`config.mk`:
```
export PLATFORM = sky130hd
export DESIGN_NAME = cache_snoop_responder_flat
export DESIGN_NICKNAME = d
export VERILOG_FILES = /design/src/rtl/cache_snoop_responder_if.sv /design/src/rtl/cache_snoop_responder.sv /design/src/flat_wrapper.sv
export SDC_FILE = /design/constraint.sdc
export NUM_CORES = 1
export LEC_CHECK = 0
export ABC_AREA = 1
export BUFFER_PORTS_ARGS = -buffer_cell sky130_fd_sc_hd__buf_2
export CORE_UTILIZATION = 45
export CTS_CLUSTER_SIZE = 25
export DETAILED_ROUTE_END_ITERATION = 10
export PLACE_DENSITY = 0.86
export RECOVER_POWER = 50
export SYNTH_ARGS = -nofsm -noshare
export SYNTH_HDL_FRONTEND = slang
export SYNTH_SLANG_ARGS = --single-unit
export TNS_END_PERCENT = 10
```
`constraint.sdc`:
```
create_clock -name clk -period 1.4 [get_ports clk]
set_input_delay 0.28 -clock clk [delete_from_list [all_inputs] [get_ports clk]]
set_output_delay 0.28 -clock clk [all_outputs]
set_load 0.01 [all_outputs]
```
`src/rtl/cache_snoop_responder_if.sv`:
```
// Snoop-side bundle for cache_snoop_responder: bus request/response channel
// plus the tag-table snoop lookup port and the shared table write port.
// The responder takes the slave view; the bus and table side take the master view.
interface cache_snoop_responder_if #(
    parameter int ENTRY_WIDTH  = 10,
    parameter int FLAG_WIDTH   = 2,
    parameter int ADDR_P_WIDTH = 32
);
    logic                    req_valid;
    logic                    req_ready;
    logic [ADDR_P_WIDTH-1:0] req_addr;
    logic                    req_inval;

    logic [ADDR_P_WIDTH-1:0] snp_addr;
    logic                    snp_match;
    logic [FLAG_WIDTH-1:0]   snp_flag;
    logic [ENTRY_WIDTH-1:0]  snp_index;

    logic                    upd_req;
    logic                    upd_gnt;
    logic [ENTRY_WIDTH-1:0]  tbl_index;
    logic                    tbl_we_flag;
    logic [FLAG_WIDTH-1:0]   tbl_new_flag;

    logic                    resp_valid;
    logic                    resp_ready;
    logic                    resp_hit;
    logic                    resp_dirty;
    logic [ENTRY_WIDTH-1:0]  resp_index;
    logic                    resp_err;

    modport slave (
        input  req_valid, req_addr, req_inval,
        input  snp_match, snp_flag, snp_index,
        input  upd_gnt, resp_ready,
        output req_ready, snp_addr, upd_req, tbl_index, tbl_we_flag, tbl_new_flag,
        output resp_valid, resp_hit, resp_dirty, resp_index, resp_err
    );

    modport master (
        output req_valid, req_addr, req_inval,
        output snp_match, snp_flag, snp_index,
        output upd_gnt, resp_ready,
        input  req_ready, snp_addr, upd_req, tbl_index, tbl_we_flag, tbl_new_flag,
        input  resp_valid, resp_hit, resp_dirty, resp_index, resp_err
    );
endinterface

```
`src/rtl/cache_snoop_responder.sv`:
```
// Snoop responder in front of cache_tag_table. Takes one bus snoop at a time,
// looks the line up, applies the MOESI-lite downgrade/invalidate through the
// shared table write port, and answers with hit/dirty/index (or a grant-timeout error).
module cache_snoop_responder #(
    parameter int ENTRY_WIDTH  = 10,
    parameter int FLAG_WIDTH   = 2,
    parameter int ADDR_P_WIDTH = 32,
    parameter int GNT_TIMEOUT  = 15
) (
    input  logic                   clk,
    input  logic                   rst_n,
    cache_snoop_responder_if.slave bus
);
    localparam int CNT_WIDTH = $clog2(GNT_TIMEOUT + 1);
    localparam logic [CNT_WIDTH-1:0]  CNT_LAST          = CNT_WIDTH'(GNT_TIMEOUT - 1);
    localparam logic [FLAG_WIDTH-1:0] FLAG_INVALID      = FLAG_WIDTH'(0);
    localparam logic [FLAG_WIDTH-1:0] FLAG_SHARED_CLEAN = FLAG_WIDTH'(1);
    localparam logic [FLAG_WIDTH-1:0] FLAG_OWNED_CLEAN  = FLAG_WIDTH'(2);
    localparam logic [FLAG_WIDTH-1:0] FLAG_OWNED_DIRTY  = FLAG_WIDTH'(3);

    typedef enum logic [1:0] {
        ST_IDLE,
        ST_LOOKUP,
        ST_UPDATE,
        ST_RESP
    } state_t;

    state_t                  r_state,      w_state_nxt;
    logic [ADDR_P_WIDTH-1:0] r_addr,       w_addr_nxt;
    logic                    r_inval,      w_inval_nxt;
    logic [ENTRY_WIDTH-1:0]  r_index,      w_index_nxt;
    logic [CNT_WIDTH-1:0]    r_cnt,        w_cnt_nxt;
    logic                    r_resp_hit,   w_resp_hit_nxt;
    logic                    r_resp_dirty, w_resp_dirty_nxt;
    logic [ENTRY_WIDTH-1:0]  r_resp_index, w_resp_index_nxt;
    logic                    r_resp_err,   w_resp_err_nxt;

    // Live view of the table entry; also re-evaluated in UPDATE because the
    // CPU side may have changed the line while we waited for the write port.
    logic                    w_live_hit;
    logic                    w_live_dirty;
    logic                    w_live_write;
    logic [FLAG_WIDTH-1:0]   w_live_new_flag;
    logic [ENTRY_WIDTH-1:0]  w_live_index;

    // Decode the snooped entry against the registered snoop kind
    always_comb begin
        w_live_hit      = bus.snp_match && (bus.snp_flag != FLAG_INVALID);
        w_live_dirty    = w_live_hit && (bus.snp_flag == FLAG_OWNED_DIRTY);
        w_live_write    = w_live_hit && (r_inval || (bus.snp_flag == FLAG_OWNED_CLEAN) ||
                                         (bus.snp_flag == FLAG_OWNED_DIRTY));
        w_live_new_flag = r_inval ? FLAG_INVALID : FLAG_SHARED_CLEAN;
        w_live_index    = w_live_hit ? bus.snp_index : '0;
    end

    // Next-state, transaction registers and all interface outputs
    always_comb begin
        w_state_nxt      = r_state;
        w_addr_nxt       = r_addr;
        w_inval_nxt      = r_inval;
        w_index_nxt      = r_index;
        w_cnt_nxt        = r_cnt;
        w_resp_hit_nxt   = r_resp_hit;
        w_resp_dirty_nxt = r_resp_dirty;
        w_resp_index_nxt = r_resp_index;
        w_resp_err_nxt   = r_resp_err;

        bus.req_ready    = 1'b0;
        bus.snp_addr     = '0;
        bus.upd_req      = 1'b0;
        bus.tbl_index    = '0;
        bus.tbl_we_flag  = 1'b0;
        bus.tbl_new_flag = '0;
        bus.resp_valid   = 1'b0;
        bus.resp_hit     = r_resp_hit;
        bus.resp_dirty   = r_resp_dirty;
        bus.resp_index   = r_resp_index;
        bus.resp_err     = r_resp_err;

        case (r_state)
            ST_IDLE: begin
                bus.req_ready = 1'b1;
                if (bus.req_valid) begin
                    w_addr_nxt  = bus.req_addr;
                    w_inval_nxt = bus.req_inval;
                    w_state_nxt = ST_LOOKUP;
                end
            end
            ST_LOOKUP: begin
                bus.snp_addr = r_addr;
                if (w_live_write) begin
                    w_index_nxt = bus.snp_index;
                    w_cnt_nxt   = '0;
                    w_state_nxt = ST_UPDATE;
                end else begin
                    w_resp_hit_nxt   = w_live_hit;
                    w_resp_dirty_nxt = w_live_dirty;
                    w_resp_index_nxt = w_live_index;
                    w_resp_err_nxt   = 1'b0;
                    w_state_nxt      = ST_RESP;
                end
            end
            ST_UPDATE: begin
                bus.snp_addr  = r_addr;
                bus.upd_req   = 1'b1;
                bus.tbl_index = r_index;
                if (bus.upd_gnt) begin
                    bus.tbl_we_flag  = w_live_write;
                    bus.tbl_new_flag = w_live_write ? w_live_new_flag : '0;
                    w_resp_hit_nxt   = w_live_hit;
                    w_resp_dirty_nxt = w_live_dirty;
                    w_resp_index_nxt = w_live_index;
                    w_resp_err_nxt   = 1'b0;
                    w_state_nxt      = ST_RESP;
                end else if (r_cnt == CNT_LAST) begin
                    w_resp_hit_nxt   = 1'b0;
                    w_resp_dirty_nxt = 1'b0;
                    w_resp_index_nxt = '0;
                    w_resp_err_nxt   = 1'b1;
                    w_state_nxt      = ST_RESP;
                end else begin
                    w_cnt_nxt = r_cnt + CNT_WIDTH'(1);
                end
            end
            ST_RESP: begin
                bus.snp_addr   = r_addr;
                bus.resp_valid = 1'b1;
                if (bus.resp_ready) begin
                    w_resp_hit_nxt   = 1'b0;
                    w_resp_dirty_nxt = 1'b0;
                    w_resp_index_nxt = '0;
                    w_resp_err_nxt   = 1'b0;
                    w_cnt_nxt        = '0;
                    w_state_nxt      = ST_IDLE;
                end
            end
            default: begin
                w_state_nxt = ST_IDLE;
            end
        endcase
    end

    // State and transaction registers; reset abandons any transaction in flight
    always_ff @(posedge clk or negedge rst_n) begin
        if (!rst_n) begin
            r_state      <= ST_IDLE;
            r_addr       <= '0;
            r_inval      <= 1'b0;
            r_index      <= '0;
            r_cnt        <= '0;
            r_resp_hit   <= 1'b0;
            r_resp_dirty <= 1'b0;
            r_resp_index <= '0;
            r_resp_err   <= 1'b0;
        end else begin
            r_state      <= w_state_nxt;
            r_addr       <= w_addr_nxt;
            r_inval      <= w_inval_nxt;
            r_index      <= w_index_nxt;
            r_cnt        <= w_cnt_nxt;
            r_resp_hit   <= w_resp_hit_nxt;
            r_resp_dirty <= w_resp_dirty_nxt;
            r_resp_index <= w_resp_index_nxt;
            r_resp_err   <= w_resp_err_nxt;
        end
    end
endmodule
```
`src/flat_wrapper.sv`:
```
// flat-port wrapper written by rule: the top's interface ports become plain ports
module cache_snoop_responder_flat 
#(
    parameter int ENTRY_WIDTH  = 10,
    parameter int FLAG_WIDTH   = 2,
    parameter int ADDR_P_WIDTH = 32,
    parameter int GNT_TIMEOUT  = 15
)
  (clk, rst_n, bus_req_valid, bus_req_addr, bus_req_inval, bus_snp_match, bus_snp_flag, bus_snp_index, bus_upd_gnt, bus_resp_ready, bus_req_ready, bus_snp_addr, bus_upd_req, bus_tbl_index, bus_tbl_we_flag, bus_tbl_new_flag, bus_resp_valid, bus_resp_hit, bus_resp_dirty, bus_resp_index, bus_resp_err);
  cache_snoop_responder_if #(.ENTRY_WIDTH(ENTRY_WIDTH), .FLAG_WIDTH(FLAG_WIDTH), .ADDR_P_WIDTH(ADDR_P_WIDTH)) bus_i ();
  input  logic clk;
  input  logic rst_n;
  input wire logic [$bits(bus_i.req_valid)-1:0] bus_req_valid;
  input wire logic [$bits(bus_i.req_addr)-1:0] bus_req_addr;
  input wire logic [$bits(bus_i.req_inval)-1:0] bus_req_inval;
  input wire logic [$bits(bus_i.snp_match)-1:0] bus_snp_match;
  input wire logic [$bits(bus_i.snp_flag)-1:0] bus_snp_flag;
  input wire logic [$bits(bus_i.snp_index)-1:0] bus_snp_index;
  input wire logic [$bits(bus_i.upd_gnt)-1:0] bus_upd_gnt;
  input wire logic [$bits(bus_i.resp_ready)-1:0] bus_resp_ready;
  output wire logic [$bits(bus_i.req_ready)-1:0] bus_req_ready;
  output wire logic [$bits(bus_i.snp_addr)-1:0] bus_snp_addr;
  output wire logic [$bits(bus_i.upd_req)-1:0] bus_upd_req;
  output wire logic [$bits(bus_i.tbl_index)-1:0] bus_tbl_index;
  output wire logic [$bits(bus_i.tbl_we_flag)-1:0] bus_tbl_we_flag;
  output wire logic [$bits(bus_i.tbl_new_flag)-1:0] bus_tbl_new_flag;
  output wire logic [$bits(bus_i.resp_valid)-1:0] bus_resp_valid;
  output wire logic [$bits(bus_i.resp_hit)-1:0] bus_resp_hit;
  output wire logic [$bits(bus_i.resp_dirty)-1:0] bus_resp_dirty;
  output wire logic [$bits(bus_i.resp_index)-1:0] bus_resp_index;
  output wire logic [$bits(bus_i.resp_err)-1:0] bus_resp_err;
  assign bus_i.req_valid = bus_req_valid;
  assign bus_i.req_addr = bus_req_addr;
  assign bus_i.req_inval = bus_req_inval;
  assign bus_i.snp_match = bus_snp_match;
  assign bus_i.snp_flag = bus_snp_flag;
  assign bus_i.snp_index = bus_snp_index;
  assign bus_i.upd_gnt = bus_upd_gnt;
  assign bus_i.resp_ready = bus_resp_ready;
  assign bus_req_ready = bus_i.req_ready;
  assign bus_snp_addr = bus_i.snp_addr;
  assign bus_upd_req = bus_i.upd_req;
  assign bus_tbl_index = bus_i.tbl_index;
  assign bus_tbl_we_flag = bus_i.tbl_we_flag;
  assign bus_tbl_new_flag = bus_i.tbl_new_flag;
  assign bus_resp_valid = bus_i.resp_valid;
  assign bus_resp_hit = bus_i.resp_hit;
  assign bus_resp_dirty = bus_i.resp_dirty;
  assign bus_resp_index = bus_i.resp_index;
  assign bus_resp_err = bus_i.resp_err;
  cache_snoop_responder #(.ENTRY_WIDTH(ENTRY_WIDTH), .FLAG_WIDTH(FLAG_WIDTH), .ADDR_P_WIDTH(ADDR_P_WIDTH), .GNT_TIMEOUT(GNT_TIMEOUT)) u_core (.clk(clk), .rst_n(rst_n), .bus(bus_i));
endmodule
```
==> results of run 1 <==
==> cell type report <==
class / count / area (um2)
clock buffer: 10 / 128
fill: 549 / 2300
inverter: 54 / 208
sequential: 62 / 1550
clock inverter: 6 / 109
tap: 80 / 100
multi-input combinational: 276 / 1400
timing repair buffer: 143 / 955
==> Yosys cell counts, drive strengths merged <==
cell type	count
o21ai	3
ha	7
nand4	11
nor2	79
buf	16
clkbuf	7
conb	1
mux2	1
nand3	23
inv	54
a21oi	32
nand2	116
xnor2	1
nor3	1
dfrtp	62
or2	1
==> power by group through the flow <==
stage | Clock [W] | Sequential, W | Combinational [W]
after global placement | 0 | 0.00293 | 0.00471
after floorplan | 0 | 0.00298 | 0.00295
after global routing | 0.00200 | 0.00304 | 0.00642
final | 0.00187 | 0.00295 | 0.00583
after detailed placement | 0 | 0.00296 | 0.00486
after CTS | 0.00192 | 0.00293 | 0.00552
==> per-stage QoR <==
stage | hold slack (ns) | TNS (ns) | instance area (um2) | utilization (%) | cells
CTS | 0.160 | -16.18 | 4340 | 64.2 | 630
global placement | 0.309 | -0.249 | 3900 | 57.7 | 604
floorplan | -0.0156 | -4.30 | 3150 | - | 415
detailed placement | 0.314 | -2.47 | 3900 | 57.7 | 604
global route | 0.171 | -21.43 | 4450 | 65.9 | 631
finish | 0.175 | -16.41 | 4450 | 65.9 | 631
==> sequential cells by signal, summed over array words and instances, names as in the netlist <==
name and flops:
u_core.r_state 2, u_core.r_addr 32, u_core.r_cnt 4, u_core.bus.resp_dirty 1, u_core.r_index 10, u_core.r_inval 1
u_core.bus.resp_index 10, u_core.bus.resp_err 1, u_core.bus.resp_hit 1
==> metal layers <==
layer  vias to the layer above  share of wire [%]  track usage [%]
met1                      1410                 42             26.9
met2                       135                 50             38.5
met4                         0                1.4             9.55
li1                       1527                  -                -
met3                        12                7.3             4.96
met5                         -                  0                0
==> how the worst max path moves through the flow <==
stage	cells past startpoint	start	endpoint
floorplan	12	u_core.r_state[0]	u_core.bus.resp_index[1]
global placement	8	u_core.r_state[1]	u_core.bus.resp_index[2]
detailed placement	8	u_core.r_state[1]	u_core.bus.resp_index[2]
CTS	5	u_core.r_state[0]	bus_tbl_new_flag[0]
global route	5	u_core.r_state[1]	bus_snp_addr[10]
finish	5	u_core.r_state[1]	bus_snp_addr[2]
==> logic make-up (layout without fill, tap and decap cells) <==
logic type | Yosys count | in the layout | synth area share, %
simple gates | 231 | 231 | 30.8
other cells | 1 | 1 | 0.120
fa+ha+maj | 7 | 7 | 2.80
flops | 62 | 62 | 49.5
compound gates | 35 | 35 | 5.59
xor+xnor | 1 | 1 | 0.280
buf+inv | 77 | 213 | 10.5
mux | 1 | 1 | 0.360
==> worst reg2reg max path, delay by kind of cell (launching register included) <==
family | cells | cell delay [ns]
flops | 1 | 0.41
buf+inv | 4 | 0.66
simple gates | 4 | 0.27
fa+ha+maj | 1 | 0.17
==> what timing repair did <==
action,in CTS,in global routing
gates cloned,2,0
hold endpoints to repair,62,0
pin swaps,12,5
buffers inserted,7,1
setup endpoints to repair,70,109
resized for setup,21,37
hold buffers,1,0
==> results by group, run 1 <==
Status
  – Status: finished with violations
  – Failing checks: setup timing

Timing
  – Final Skew: approximately 0.0052 ns
  – Rel. slew slack: a little under half
  – Final Hold Viols: 0
  – Fmax: between 500 and 600 MHz
  – Post-route setup slack: -0.290 ns
  – Final-report max-slew violation count: 0
  – Fin crit share: 121%
  – Setup violators final: 76
  – Worst-Margin Slew: 0.817 ns
  – Final critical-path required period: about 1.7 ns
  – RSZ-0062 raised after global routing: yes

Detailed routing
  – Vias per cell: between 4 and 5
  – WL final: 7800 um
  – Routed wire per std cell: 12.4 um
  – DRC viols: 0
  – Antenna Nets Post-Route: 0
  – Drt first pass iters: 5
  – Via Count: 3084
  – Initial drt markers: between 150 and 200

Synth
  – Post-synthesis sequential area ratio: between 40 and 50%
  – Synthesized area: 3130 um2
  – Yosys reg bits: between 60 and 70
  – Post-Syn Nets: 473
  – Area contributors post-synth: dfrtp_1, nand2_1, nor2_1, inv_1, a21oi_1
  – Gate Count Post-Synth: 415
  – Largest area contributor in the netlist: dfrtp_1
  – Avg Inst Size Synth: about 7.5 um2
  – Cell variety after synth: 25
  – Top cell type's share of synthesized area: between 40 and 50%
  – Synthesis warning total: 0

Critical path
  – Top delay family on crit path: flip-flops
  – Reg2reg setup slack: -0.22 ns
  – Worst r2r src: u_core.r_state[1]
  – Critical Path RT: 1.12 ns
  – CP Capture Type: primary output
  – CP Class: reg -> out
  – R2r endpoint: u_core.bus.resp_index[8]
  – WP buf/inv: 3
  – Worst path slowest cell: dfrtp_1
  – Crit Path Max Fanout: 16
  – Critical path's largest stage delay: 0.40 ns
  – Startpoint Class: register
  – Data arrival, critical path: 1.41 ns
  – R2R cell count: 9
  – Sequence of cells on the critical path: inv_2 -> ha_4 -> buf_12 -> nor2_1 -> buf_2

Global routing
  – GRT overflow: 0
  – Tot GR Track Use: ~22%
  – Vias in the first global route: between 2000 and 3000
  – Initial antenna violation count: 0
  – Largest net degree at the start of global routing: 63
  – Global-route wire length before repair: 12600 um

Power and ir drop
  – Logic pwr share: 54.7%
  – Clock power share: about 18%
  – Pwr per Cell Area: approximately 2400 nW/um2
  – Int Pwr: between 0.006 and 0.007 W
  – Psw: 0.00428 W
  – Worst VDD drop: ~0.0014 V
  – Switch share: between 40 and 50%
  – Leakage power: between 2 and 3 nW
  – Tot Pwr: approximately 0.011 W
  – Sequential Power Share: approximately 28%

Floorplan
  – Standard-cell rows: 30
  – Core area: ~6800 um2
  – DIE AREA: 7300 um2
  – Die W: 85.4 um
  – I/O pin cnt: around 110
  – Die height: around 85 um
  – Initial Util: between 40% and 50%

Clock tree
  – Root buf cell: clkbuf_8
  – CTS max path bufs: 2
  – H-tree depth: 3
  – Worst-skew pair later-pin latency: between 0.3 and 0.4 ns
  – CTS clk-pin slew, worst paths: 0.07 ns
  – CTS Sinks: 62
  – CTS tree: done
  – CTS Buf Count: 9

Hold path
  – Hold EP: u_core.r_index[1]
  – Worst hold path stage count: 3
  – HP Start: bus_snp_index[1]
  – HP Class: in -> reg

Placement
  – Port bufs: 110
  – DP HPWL: approximately 5300 um
  – Setup WS pre-CTS: -0.0825 ns
  – Global placement routability congestion: 0.876

Layout
  – # diodes: 0
  – Commonest non-fill, non-tap cell in the layout: buf_2
  – Layout area overhead: 42.2%
  – Share of layout cells above drive strength 1: between 30% and 40%
  – Most frequent cells in the layout: buf_2, nand2_1, nor2_1, dfrtp_1, inv_1
  – Layout Nets: approximately 600

Run
  – Max-Cap Viols: 0
(Power assumes the default switching activity.)
==> run 2: changes to the inputs <==
--- a/config.mk
+++ b/config.mk
@@ -11,7 +11,6 @@
 export CTS_CLUSTER_SIZE = 25
 export DETAILED_ROUTE_END_ITERATION = 10
 export PLACE_DENSITY = 0.86
-export RECOVER_POWER = 50
 export SYNTH_ARGS = -nofsm -noshare
 export SYNTH_HDL_FRONTEND = slang
 export SYNTH_SLANG_ARGS = --single-unit
==> results by group, run 2 (synthesis results as in run 1) <==
Timing
  – Hold Slack: 0.176 ns (was 0.175 ns)
  – Fmax: 591 MHz (was 592 MHz)
  – Final Hold Viols: 0 (unchanged)
  – Final-report max-slew violation count: 0 (unchanged)
  – Setup violators final: 76 (unchanged)
  – Final critical-path required period: 1.69 ns (about the same)
  – Fin crit share: 121% (about the same)
  – RSZ-0062 raised after global routing: yes (unchanged)
  – Post-route setup slack: -0.291 ns (was -0.290 ns)
  – Final Skew: 0.00559 ns (was 0.00520 ns)

Layout
  – Largest register FFs: 32 (unchanged)
  – Commonest non-fill, non-tap cell in the layout: buf_2 (unchanged)
  – Layout Nets: 604 (unchanged)
  – # diodes: 0 (unchanged)
  – Most frequent cells in the layout: buf_2, nand2_1, nor2_1, dfrtp_1, inv_1 (unchanged)
  – # fillers: 547 (was 549)
  – Most flop-heavy register: u_core.r_addr (unchanged)
  – Layout area overhead: 42.6% (was 42.2%)
  – Share of layout cells above drive strength 1: 38.5% (unchanged)

Floorplan
  – Die W: 85.4 um (unchanged)
  – Die height: 85.4 um (unchanged)
  – DIE AREA: 7300 um2 (unchanged)
  – I/O pin cnt: 112 (unchanged)
  – Core area: 6760 um2 (unchanged)
  – Initial Util: 46.4% (unchanged)
  – Standard-cell rows: 30 (unchanged)

Critical path
  – Critical Path RT: 1.12 ns (about the same)
  – Data arrival, critical path: 1.41 ns (about the same)
  – Critical path's largest stage delay: 0.40 ns (about the same)
  – Worst path slowest cell: dfrtp_1 (unchanged)
  – Startpoint Class: register (unchanged)
  – Top delay family on crit path: flip-flops (unchanged)
  – CP Class: reg -> out (unchanged)
  – Sequence of cells on the critical path: inv_2 -> ha_4 -> buf_12 -> nor2_1 -> buf_2 (unchanged)
  – CP Capture Type: primary output (unchanged)
  – WP buf/inv: 3 (unchanged)
  – Crit Path Max Fanout: 16 (unchanged)

Clock tree
  – CTS Buf Count: 9 (unchanged)
  – CTS max path bufs: 2 (unchanged)
  – Root buf cell: clkbuf_8 (unchanged)
  – CTS Sinks: 62 (unchanged)
  – Worst-skew pair later-pin latency: 0.33 ns (about the same)
  – CTS clk-pin slew, worst paths: 0.07 ns (about the same)
  – H-tree depth: 3 (unchanged)
  – CTS tree: done (unchanged)

Global routing
  – Largest net degree at the start of global routing: 63 (unchanged)
  – Vias in the first global route: 2781 (unchanged)
  – Initial antenna violation count: 0 (unchanged)
  – Tot GR Track Use: 22.3% (unchanged)
  – GRT overflow: 0 (unchanged)
  – Global-route wire length before repair: 12600 um (unchanged)

Status
  – Status: finished with violations (unchanged)
  – Failing checks: setup timing (unchanged)

Detailed routing
  – WL final: 7840 um (was 7800 um)
  – Initial drt markers: 158 (unchanged)
  – Antenna Nets Post-Route: 0 (unchanged)
  – DRC viols: 0 (unchanged)
  – Vias per cell: 4.90 (was 4.89)
  – Drt first pass iters: 4 (was 5)
  – Routed wire per std cell: 12.4 um (about the same)
  – Via Count: 3092 (was 3084)

Power and ir drop
  – Worst VDD drop: 0.00141 V (about the same)
  – Pwr per Cell Area: 2390 nW/um2 (about the same)
  – Tot Pwr: 0.0107 W (was 0.0106 W)
  – Leakage power: 2.58 nW (was 2.57 nW)

Run
  – Max-Cap Viols: 0 (unchanged)

Hold path
  – HP Class: in -> reg (unchanged)

Placement
  – Global placement routability congestion: 0.876 (unchanged)
  – Port bufs: 110 (unchanged)
  – DP HPWL: 5270 um (unchanged)
## run 2: cell types whose count changed in the layout (fill, tap and decap cells not counted)
cell	before	now
buf_12	4	5
clkbuf_4	1	0
## run 2: layout make-up
cell class	count	area (um2)	area share (%)
flip-flops and latches	62	1550	34.7
multi-input cells	276	1400	31.4
repair buffers	143	967	21.7
inverters	54	208	4.65
clock buffers	10	128	2.86
clock inverters	6	109	2.44
well taps	80	100	2.24
## run 2: what timing repair did
action,in CTS,in global routing
hold buffers,1,0
gates cloned,2,0
hold endpoints to repair,62,0
pin swaps,12,5
gates resized for setup,21,37
setup endpoints to repair,70,109
buffers inserted,7,1
## run 2: worst min-delay path: cells and delay by family
kind                   cells  cell delay, ns
AND/OR/NAND/NOR            2            0.10
buffers and inverters      1            0.10
## run 2: final timing paths
path	slack [ns]	end	depth (start not counted)	start
worst max-delay path	-0.29	bus_snp_addr[2]	5	u_core.r_state[1]
worst min-delay path	0.18	u_core.r_index[1]	3	bus_snp_index[1]
worst max register to register	-0.22	u_core.bus.resp_index[0]	9	u_core.r_state[1]
worst min register to register	0.48	u_core.bus.resp_index[8]	2	u_core.bus.resp_index[8]
max in group asynchronous	0.64	u_core.r_cnt[3]	3	rst_n
min in group asynchronous	0.47	u_core.r_index[3]	3	rst_n
## run 2: power by group
part	switching (W)	internal, W
Sequential	0.000363	0.00259
Combinational	0.00324	0.00260
Clock	0.000689	0.00118
## run 2: per-layer routing
metal	global-route usage (%)	routed length [um]	vias up
li1	-	-	1528
met1	26.9	3230	1416
met2	38.5	3940	138
met3	4.96	592	10
met4	9.55	76	0
met5	0	0	-
## run 2: stage by stage
stage / utilization [%] / cell area, um2 / setup WS (ns) / cells / TNS (ns)
after floorplan: - / 3150 / -0.0729 / 415 / -4.30
after global placement: 57.7 / 3900 / -0.0229 / 604 / -0.249
after detailed placement: 57.7 / 3900 / -0.0825 / 604 / -2.47
after CTS: 64.2 / 4340 / -0.296 / 630 / -16.18
after global routing: 66.1 / 4470 / -0.349 / 631 / -21.43
final: 66.1 / 4470 / -0.291 / 631 / -16.47
